## src/rtl/tns_decoder_09_pipe_pkg.sv

```systemverilog
// tns_decoder_09_pipe_pkg
//   Shared types, weights and helpers for the 9-wire TNS decoder.
//   The TNS weight macros normally come from the shared TNS.vh header.
//   If that header has not been read first, the fallback values below are
//   used. They are the Fibonacci weights of the 9-bit TNS code, so a
//   valid codeword decodes to at most 88.
//   Optional feature macro: TNS_XTALK_CHECK_EN (checked by the top level).

`ifndef TNS03_A
`define TNS03_A 55
`define TNS03_B 34
`define TNS03_C 21
`define TNS02_A 13
`define TNS02_B 8
`define TNS02_C 5
`define TNS01_A 3
`define TNS01_B 2
`define BLEN03  7
`endif

package tns_decoder_09_pipe_pkg;

    localparam int DW          = `BLEN03;
    localparam int CW          = 9;
    localparam int NUM_GRP     = 3;
    localparam int XTALK_PAIRS = 8;

    typedef logic [DW-1:0] data_t;
    typedef logic [CW-1:0] code_t;

    // Weight of bit b (0 = LSB) inside group g (0 = wires 2:0).
    function automatic data_t grp_weight(input int g, input int b);
        data_t w;
        w = data_t'(1);
        case (g)
            0: case (b)
                   0:       w = data_t'(1);
                   1:       w = data_t'(`TNS01_B);
                   default: w = data_t'(`TNS01_A);
               endcase
            1: case (b)
                   0:       w = data_t'(`TNS02_C);
                   1:       w = data_t'(`TNS02_B);
                   default: w = data_t'(`TNS02_A);
               endcase
            default: case (b)
                   0:       w = data_t'(`TNS03_C);
                   1:       w = data_t'(`TNS03_B);
                   default: w = data_t'(`TNS03_A);
               endcase
        endcase
        return w;
    endfunction

    // Opposite transitions on a pair of adjacent wires between two beats.
    function automatic logic xtalk_viol(input code_t prev, input code_t cur);
        logic v;
        v = 1'b0;
        for (int i = 0; i < XTALK_PAIRS; i++) begin
            v |= (prev[i] ^ cur[i]) & (prev[i+1] ^ cur[i+1]) & (cur[i] ^ cur[i+1]);
        end
        return v;
    endfunction

endpackage

```

## src/rtl/tns_decoder_09_pipe_group_sum.sv

```systemverilog
// tns_group_sum
//   Combinational weighted sum of one 3-wire TNS group.
//   slice : 3-bit group slice of the codeword
//   w2..w0: weights of slice[2]..slice[0]
//   sum   : partial sum, truncated to the data width

module tns_group_sum
    import tns_decoder_09_pipe_pkg::*;
(
    input  logic [2:0] slice,
    input  data_t      w2,
    input  data_t      w1,
    input  data_t      w0,
    output data_t      sum
);

    always_comb begin
        sum = (slice[2] ? w2 : '0) + (slice[1] ? w1 : '0) + (slice[0] ? w0 : '0);
    end

endmodule

```

## src/rtl/tns_decoder_09_pipe.sv

```systemverilog
// tns_decoder_09_pipe
//   Two-stage receiver decoder for the 9-wire TNS link.
//   Stage 1 registers three group partial sums (and the crosstalk flag),
//   stage 2 registers their total. Both sides use valid/ready.
//   Ports:
//     clock, rst_n                   clock, async active-low reset
//     code_in/code_valid/code_ready  9-bit codeword input
//     data_out/data_valid/data_ready decoded word output
//     err_xtalk                      crosstalk flag aligned with data_out
//     err_cnt                        saturating count of flagged beats delivered
//   Optional feature macro: TNS_XTALK_CHECK_EN. When undefined the checker
//   is absent and err_xtalk/err_cnt are tied to zero.

module tns_decoder_09_pipe
    import tns_decoder_09_pipe_pkg::*;
#(
    parameter int CNT_W = 8
)
(
    input  logic             clock,
    input  logic             rst_n,
    input  logic [CW-1:0]    code_in,
    input  logic             code_valid,
    output logic             code_ready,
    output logic [DW-1:0]    data_out,
    output logic             data_valid,
    input  logic             data_ready,
    output logic             err_xtalk,
    output logic [CNT_W-1:0] err_cnt
);

    logic                           s1_valid_q, s1_valid_d;
    logic [NUM_GRP-1:0][DW-1:0]     grp_q, grp_d, grp_sum;
    data_t                          data_q, data_d;
    logic                           data_valid_q, data_valid_d;
    logic                           s2_accept, in_hs, s1_move;

    // Stage 2 frees up when empty or draining; stage 1 when empty or moving on.
    assign s2_accept  = ~data_valid_q | data_ready;
    assign code_ready = ~s1_valid_q | s2_accept;
    assign in_hs      = code_valid & code_ready;
    assign s1_move    = s1_valid_q & s2_accept;

    for (genvar g = 0; g < NUM_GRP; g++) begin : gen_grp
        tns_group_sum u_grp (
            .slice (code_in[3*g +: 3]),
            .w2    (grp_weight(g, 2)),
            .w1    (grp_weight(g, 1)),
            .w0    (grp_weight(g, 0)),
            .sum   (grp_sum[g])
        );
    end

    always_comb begin
        s1_valid_d   = in_hs | (s1_valid_q & ~s2_accept);
        grp_d        = in_hs ? grp_sum : grp_q;
        data_valid_d = s2_accept ? s1_valid_q : data_valid_q;
        data_d       = data_q;
        if (s1_move) begin
            data_d = grp_q[2] + grp_q[1] + grp_q[0];
        end
    end

    always_ff @(posedge clock or negedge rst_n) begin
        if (!rst_n) begin
            s1_valid_q   <= 1'b0;
            grp_q        <= '0;
            data_q       <= '0;
            data_valid_q <= 1'b0;
        end else begin
            s1_valid_q   <= s1_valid_d;
            grp_q        <= grp_d;
            data_q       <= data_d;
            data_valid_q <= data_valid_d;
        end
    end

    assign data_out   = data_q;
    assign data_valid = data_valid_q;

`ifdef TNS_XTALK_CHECK_EN
    code_t            prev_code_q, prev_code_d;
    logic             s1_err_q, s1_err_d;
    logic             err_q, err_d;
    logic [CNT_W-1:0] cnt_q, cnt_d;

    always_comb begin
        prev_code_d = prev_code_q;
        s1_err_d    = s1_err_q;
        err_d       = err_q;
        cnt_d       = cnt_q;
        if (in_hs) begin
            prev_code_d = code_in;
            s1_err_d    = xtalk_viol(prev_code_q, code_in);
        end
        if (s1_move) begin
            err_d = s1_err_q;
        end
        // Count on the output handshake; hold at all-ones.
        if (data_valid_q && data_ready && err_q && (cnt_q != '1)) begin
            cnt_d = cnt_q + 1'b1;
        end
    end

    always_ff @(posedge clock or negedge rst_n) begin
        if (!rst_n) begin
            prev_code_q <= '0;
            s1_err_q    <= 1'b0;
            err_q       <= 1'b0;
            cnt_q       <= '0;
        end else begin
            prev_code_q <= prev_code_d;
            s1_err_q    <= s1_err_d;
            err_q       <= err_d;
            cnt_q       <= cnt_d;
        end
    end

    assign err_xtalk = err_q;
    assign err_cnt   = cnt_q;
`else
    assign err_xtalk = 1'b0;
    assign err_cnt   = '0;
`endif

endmodule

```

## config.mk

```make
export PLATFORM = sky130hd
export DESIGN_NAME = tns_decoder_09_pipe
export DESIGN_NICKNAME = d
export VERILOG_FILES = /design/src/rtl/tns_decoder_09_pipe_pkg.sv /design/src/rtl/tns_decoder_09_pipe_group_sum.sv /design/src/rtl/tns_decoder_09_pipe.sv
export SDC_FILE = /design/constraint.sdc
export NUM_CORES = 1
export LEC_CHECK = 0
export BUFFER_PORTS_ARGS = -buffer_cell sky130_fd_sc_hd__buf_2
export CORE_AREA = 2 2 48 68
export CTS_BUF_LIST = sky130_fd_sc_hd__clkbuf_8
export DETAILED_ROUTE_END_ITERATION = 8
export DIE_AREA = 0 0 50 70
export GPL_TIMING_DRIVEN = 0
export PLACE_DENSITY = 0.7
export SYNTH_ARGS = -nofsm -noshare
export SYNTH_HDL_FRONTEND = slang
export SYNTH_SLANG_ARGS = --single-unit
```

## constraint.sdc

```tcl
create_clock -name clock -period 2.03 [get_ports clock]
set_input_delay 0.3045 -clock clock [delete_from_list [all_inputs] [get_ports clock]]
set_output_delay 0.3045 -clock clock [all_outputs]
set_load 0.02 [all_outputs]
```

==> out/summary.txt, run 1 <==
Crit-path max FO: 2
Share of cells above drive strength 1: 0.3803
DRC viols: 0
Clock Sinks: 21
Hold Violations, Final: 0
CTS tree: built
NumNets Final: 174
Clock slew seen by the registers of the worst setup and hold paths: 70 ps
# diodes: 0
Worst setup margin: -27.86 ps
ANT nets after route: 0
Peak VDD IR: 0.6185 mV
Leakage Power: 0.7799 nW
Dpl ws: -79.38 ps
Unrepaired setup endpoints after global routing: true
DP Cell Count: 174
Placed cell areas: 0.001453 mm²
Worst-path cell chain: fa_1, ha_2, fa_2, a21o_1, a21oi_2, xor2_1, o21ai_1
Root Buffer: clkbuf_8
Width of the chip: 50 µm
CP Class: reg -> reg
Die Area: 0.003500 mm²
Sequential element share of the synthesized area: 0.4171
Row count: 24
1st-iter DRT viols: 5
Drt pass-1 iters: 4
Maximum clock insertion buffer count: 2
Final worst clock skew: 0.6995 ps
Cells after Synth: 106
CP Launch Type: flop
Fin area: 0.001528 mm²
Setup tns final: -27.86 ps
WHS: 282.6 ps
Gr ovfl total: 0
Status: finished, violations left
Vias in the first global route: 882
TritonCTS Buffers: 3
Avg Cell Area, Syn: 11.89 µm²
Fillers: 273
Vias/cell: 4.514
Fmax: 0.4859 GHz
Crit end category: flop
Final wirelength: 1977 µm
Htree depth: 1
Mapped Area: 0.001260 mm²
M2 GR Usage: 0.2368
GR peak layer: met2
HPWL Detailed: 1656 µm
Core Region: 0.002973 mm²
Crit path largest cell delay: 480 ps
Die Y: 70 µm
Post-DR wirelength/cell: 10.92 µm
Final Setup Violations: 1
Hold Crit Class: in -> reg
Port Buf Inserts: 21
Total of max-cap violations: 0
Syn. warnings: 0
Initial Util: 0.4238
Vias post-DR: 817
Largest net degree at the start of global routing: 22
Met1 usage: 0.1406
GP Congestion: 0.7901
Worst Path Required: 2170 ps
Ports: 31
Seq cells post-synth: 21
GR Layer Usage met3: 0.01496
GRT Util Overall: 0.1313
CP arrival: 2200 ps
Failing checks: negative setup slack
Post-synth cell types: 22
Fin crit share: 1.014
Minimum clock period: 2058 ps
Post-Layout Cell Count: 181
First-pass GRT wire length: 3615 µm
Critical-path top delay cell: fa_1
Slew Limit Fails: 0
Pwr dens: 1064 mW/mm²
Synthesis-to-layout area growth: 21.25%
Initial antenna violation count: 0
Clk_lat worst skew: 250 ps
## worst paths after layout
check,from,end,slack [ps],depth (start not counted)
worst max-delay path,grp_q[1],data_out[5],-30,7
worst min register to register,data_out[4],data_out[4],480,2
worst max register to register,grp_q[1],data_out[5],-30,7
worst min-delay path,code_valid,s1_valid_q,280,2
min in group asynchronous,rst_n,grp_q[9],530,2
max in group asynchronous,rst_n,data_out[4],1190,2
## timing repair
item | CTS | global route
setup buffers | 2 | 0
resized for setup | 2 | 0
pin swaps | 4 | 1
hold buffers | 1 | 0
hold endpoints to repair | 11 | 0
endpoints found under the setup margin | 3 | 3
gates cloned | 0 | 0
## layer usage
layer / wire length (µm) / part of all wire
met4: 65 / 0.033
met5: 0 / 0
met3: 76 / 0.038
met2: 1168 / 0.59
met1: 666 / 0.34
## kinds of logic (layout without fill, tap and decap cells)
family / Yosys count / count (layout) / synth area share
other cells: 1 / 9 / 0.002976
xor+xnor: 5 / 5 / 0.03476
compound gates: 15 / 15 / 0.06951
mux: 10 / 10 / 0.08938
flops: 21 / 21 / 0.4171
fa+ha+maj: 18 / 18 / 0.2205
buf+inv: 18 / 46 / 0.08738
simple gates: 18 / 18 / 0.07845
## synth_stat cells
cell,instances,share of area
ha_1,11,0.11
buf_2,1,0.0040
o21ai_1,1,0.0040
inv_1,7,0.021
nand3b_4,1,0.016
buf_4,9,0.054
a211oi_1,1,0.0060
xnor2_1,3,0.021
nand2b_1,3,0.015
nor2_1,2,0.0060
nand2_4,1,0.0089
buf_6,1,0.0089
xor2_1,2,0.014
fa_1,7,0.11
a21o_1,1,0.0060
conb_1,1,0.0030
nand2_1,11,0.033
o31ai_2,1,0.0099
mux2_2,10,0.089
a21oi_1,3,0.012
o21ai_0,8,0.032
dfrtp_1,21,0.42
## layout make-up
type | count | area [µm²] | share of cell area
sequential | 21 | 525.5 | 0.3440
tap | 39 | 48.80 | 0.03194
timing repair buffer | 24 | 130.1 | 0.08518
buffer | 11 | 83.83 | 0.05487
clock inverter | 1 | 3.754 | 0.002457
clock buffer | 3 | 41.29 | 0.02703
inverter | 7 | 26.28 | 0.01720
multi-input combinational | 75 | 668.1 | 0.4373
## critical path: cells and delay by family (launching register included)
family | cells | cell delay (ps)
XOR/XNOR | 1 | 150
adder cells (fa/ha/maj) | 3 | 1020
AO/OA/AOI/OAI | 3 | 380
flip-flops | 1 | 400
## state kept, by name (all words and copies together) (netlist names)
register and count:
grp_q 12, s1_valid_q 1, data_out 7, data_valid 1
## metrics by stage
stage / total power [W] / utilization
after CTS: 0.001654 / 0.5139
after global routing: 0.001751 / 0.5139
final: 0.001625 / 0.5139
after floorplan: 0.001138 / -
after global placement: 0.001297 / 0.4886
after detailed placement: 0.001334 / 0.4886
## report_power, final
| part | switching [W] | leakage [nW] | internal [W] |
|---|---|---|---|
| Combinational | 0.000404 | 0.501 | 0.000357 |
| Sequential | 0.0000703 | 0.252 | 0.000535 |
| Clock | 0.000124 | 0.0269 | 0.000134 |
## cell usage in the layout, fill, tap and decap left out
master / instances
a211oi_2: 1
a21o_1: 1
a21oi_1: 2
a21oi_2: 1
buf_2: 22
buf_4: 11
buf_6: 1
clkbuf_8: 3
conb_1: 9
dfrtp_1: 21
dlygate4sd3_1: 1
fa_1: 6
fa_2: 1
ha_1: 10
ha_2: 1
inv_1: 8
mux2_2: 10
nand2_1: 11
nand2_4: 1
nand2b_1: 3
nand3b_4: 1
nor2_1: 2
o21ai_0: 7
o21ai_1: 2
o31ai_2: 1
xnor2_1: 3
xor2_1: 2
Note: power is estimated with default switching activity, not from simulation.
==> run 2, diff against run 1 <==
--- a/config.mk
+++ b/config.mk
@@ -5,13 +5,12 @@
 export SDC_FILE = /design/constraint.sdc
 export NUM_CORES = 1
 export LEC_CHECK = 0
-export BUFFER_PORTS_ARGS = -buffer_cell sky130_fd_sc_hd__buf_2
 export CORE_AREA = 2 2 48 68
 export CTS_BUF_LIST = sky130_fd_sc_hd__clkbuf_8
 export DETAILED_ROUTE_END_ITERATION = 8
 export DIE_AREA = 0 0 50 70
+export DONT_BUFFER_PORTS = 1
 export GPL_TIMING_DRIVEN = 0
-export PLACE_DENSITY = 0.7
 export SYNTH_ARGS = -nofsm -noshare
 export SYNTH_HDL_FRONTEND = slang
 export SYNTH_SLANG_ARGS = --single-unit
==> run 2 against run 1 <==
Against the previous run: the flow still finishes with violations (negative setup slack); hold slack worse by 130 ps; clock-buffer cell count unchanged; first-iteration DRC count increased by 120%; global-route usage fell by 1.4 points; register-to-register slack barely moved; final cell count is 12% lower; largest cell class unchanged; highest routed layer unchanged.
==> out/summary.txt, run 2 (synthesis gave the netlist of run 1 again) <==
Most frequent cells in the layout: 21 x dfrtp_1, 11 x nand2_1, 11 x buf_4
Worst setup margin: -22.64 ps
Initial antenna violation count: 0
Status: finished, violations left
Width of the chip: 50 µm
GP Congestion: 0.7819
Max FFs per register: 12
Clock slew seen by the registers of the worst setup and hold paths: 80 ps
Ports: 31
Crit end category: flop
Initial Util: 0.4238
Failing checks: negative setup slack
CP Launch Type: flop
Port Buf Inserts: 0
Vias post-DR: 726
# diodes: 0
Critical-path top delay cell: fa_1
Worst Path Required: 2180 ps
GR Layer Usage met3: 0.03205
CP arrival: 2200 ps
Synthesis-to-layout area growth: 13.01%
CTS tree: built
Pwr dens: 1077 mW/mm²
Share of cells above drive strength 1: 0.2810
Die Y: 70 µm
First-pass GRT wire length: 3056 µm
Worst R2R Start: grp_q[8]
Endpoint, Worst Hold: s1_valid_q
HPWL Detailed: 1526 µm
Critical R2R Capture: data_out[5]
Delay-heaviest family, CP: adder cells
Hold Violations, Final: 0
NumNets Final: 153
Crit-path max FO: 2
Clock Sinks: 21
Unrepaired setup endpoints after global routing: true
Final worst clock skew: 2.271 ps
Crit path largest cell delay: 490 ps
Met1 usage: 0.1340
Post-DR wirelength/cell: 11.51 µm
Core Region: 0.002973 mm²
Drt pass-1 iters: 4
Die Area: 0.003500 mm²
TritonCTS Buffers: 3
Dpl ws: -80.43 ps
Minimum clock period: 2053 ps
Worst R2R Path Depth: 7
Slew Limit Fails: 0
GR peak layer: met2
Commonest non-fill, non-tap cell in the layout: dfrtp_1
Total of max-cap violations: 0
GRT Util Overall: 0.1176
CP Buf/Inv Count: 0
Final Setup Violations: 1
Maximum clock insertion buffer count: 2
Largest net degree at the start of global routing: 22
Final wirelength: 1842 µm
1st-iter DRT viols: 11
Gr ovfl total: 0
Vias in the first global route: 687
Min-delay src: code_valid
Clk_lat worst skew: 260 ps
Leakage Power: 0.6945 nW
ANT nets after route: 0
Fmax: 0.4872 GHz
Fin crit share: 1.011
Htree depth: 1
Worst Hold Depth: 1
Vias/cell: 4.538
Hold Crit Class: in -> reg
DRC viols: 0
Fillers: 273
Root Buffer: clkbuf_8
M2 GR Usage: 0.1901
Row count: 24
WHS: 147.7 ps
Peak VDD IR: 0.4428 mV
Worst-path cell chain: fa_1, ha_2, fa_2, a21o_1, a21oi_2, xor2_1, o21ai_1
Most flops, register: grp_q
Flop2flop setup slack: -20 ps
Slew headroom: 0.3837
CP Class: reg -> reg
Slew at the pin closest to its max-slew limit: 921.4 ps
Final core utilization: 0.4790
run 2: cell type report:
class,count,area [µm²],area share
timing repair buffer,3,25.02,0.01757
inverter,7,26.28,0.01845
multi-input combinational,75,668.1,0.4692
clock buffer,3,41.29,0.02900
sequential,21,525.5,0.3691
tap,39,48.80,0.03427
clock inverter,1,5.005,0.003515
buffer,11,83.83,0.05888
run 2: repair_timing:
action                                 in CTS  in global routing
buffers inserted                            1                  1
hold buffers                                1                  0
setup endpoints to repair                   3                  3
pin swaps                                   3                  5
endpoints found under the hold margin      21                  0
gates resized for setup                     1                  1
run 2: worst register-to-register path, stage by stage, from the launching register on:
cell,delay [ps]
dfrtp_1,400
fa_1,490
ha_2,200
fa_2,340
a21o_1,170
a21oi_2,120
xor2_1,150
o21ai_1,70
run 2: stage by stage:
stage / TNS (ps) / total power, W / std cells / area [µm²]
finish: -22.64 / 0.001534 / 160 / 1424
global route: -265.4 / 0.001668 / 160 / 1424
CTS: -77.07 / 0.001559 / 159 / 1416
detailed placement: -198.0 / 0.001240 / 153 / 1348
global placement: -155.0 / 0.001225 / 153 / 1348
floorplan: 0 / 0.001138 / 114 / 1299
run 2: power by group:
part	internal, W	switching, W
registers	0.000535	0.000170
logic	0.000287	0.000268
clock network	0.000137	0.000138
run 2: worst max-delay path by stage:
stage,to,cells after the start,from,slack [ps]
after detailed placement,data_out[5],7,grp_q[8],-80
after CTS,data_out[5],7,grp_q[1],-80
after global routing,data_out[5],7,grp_q[8],-160
final,data_out[5],7,grp_q[8],-20
after floorplan,data_out[5],7,grp_q[8],10
after global placement,data_out[5],7,grp_q[8],-70
run 2: layer usage:
metal / vias up / part of all wire
met1: 346 / 0.41
met5: - / 0
met3: 5 / 0.039
met2: 16 / 0.53
li1: 359 / -
met4: 0 / 0.026
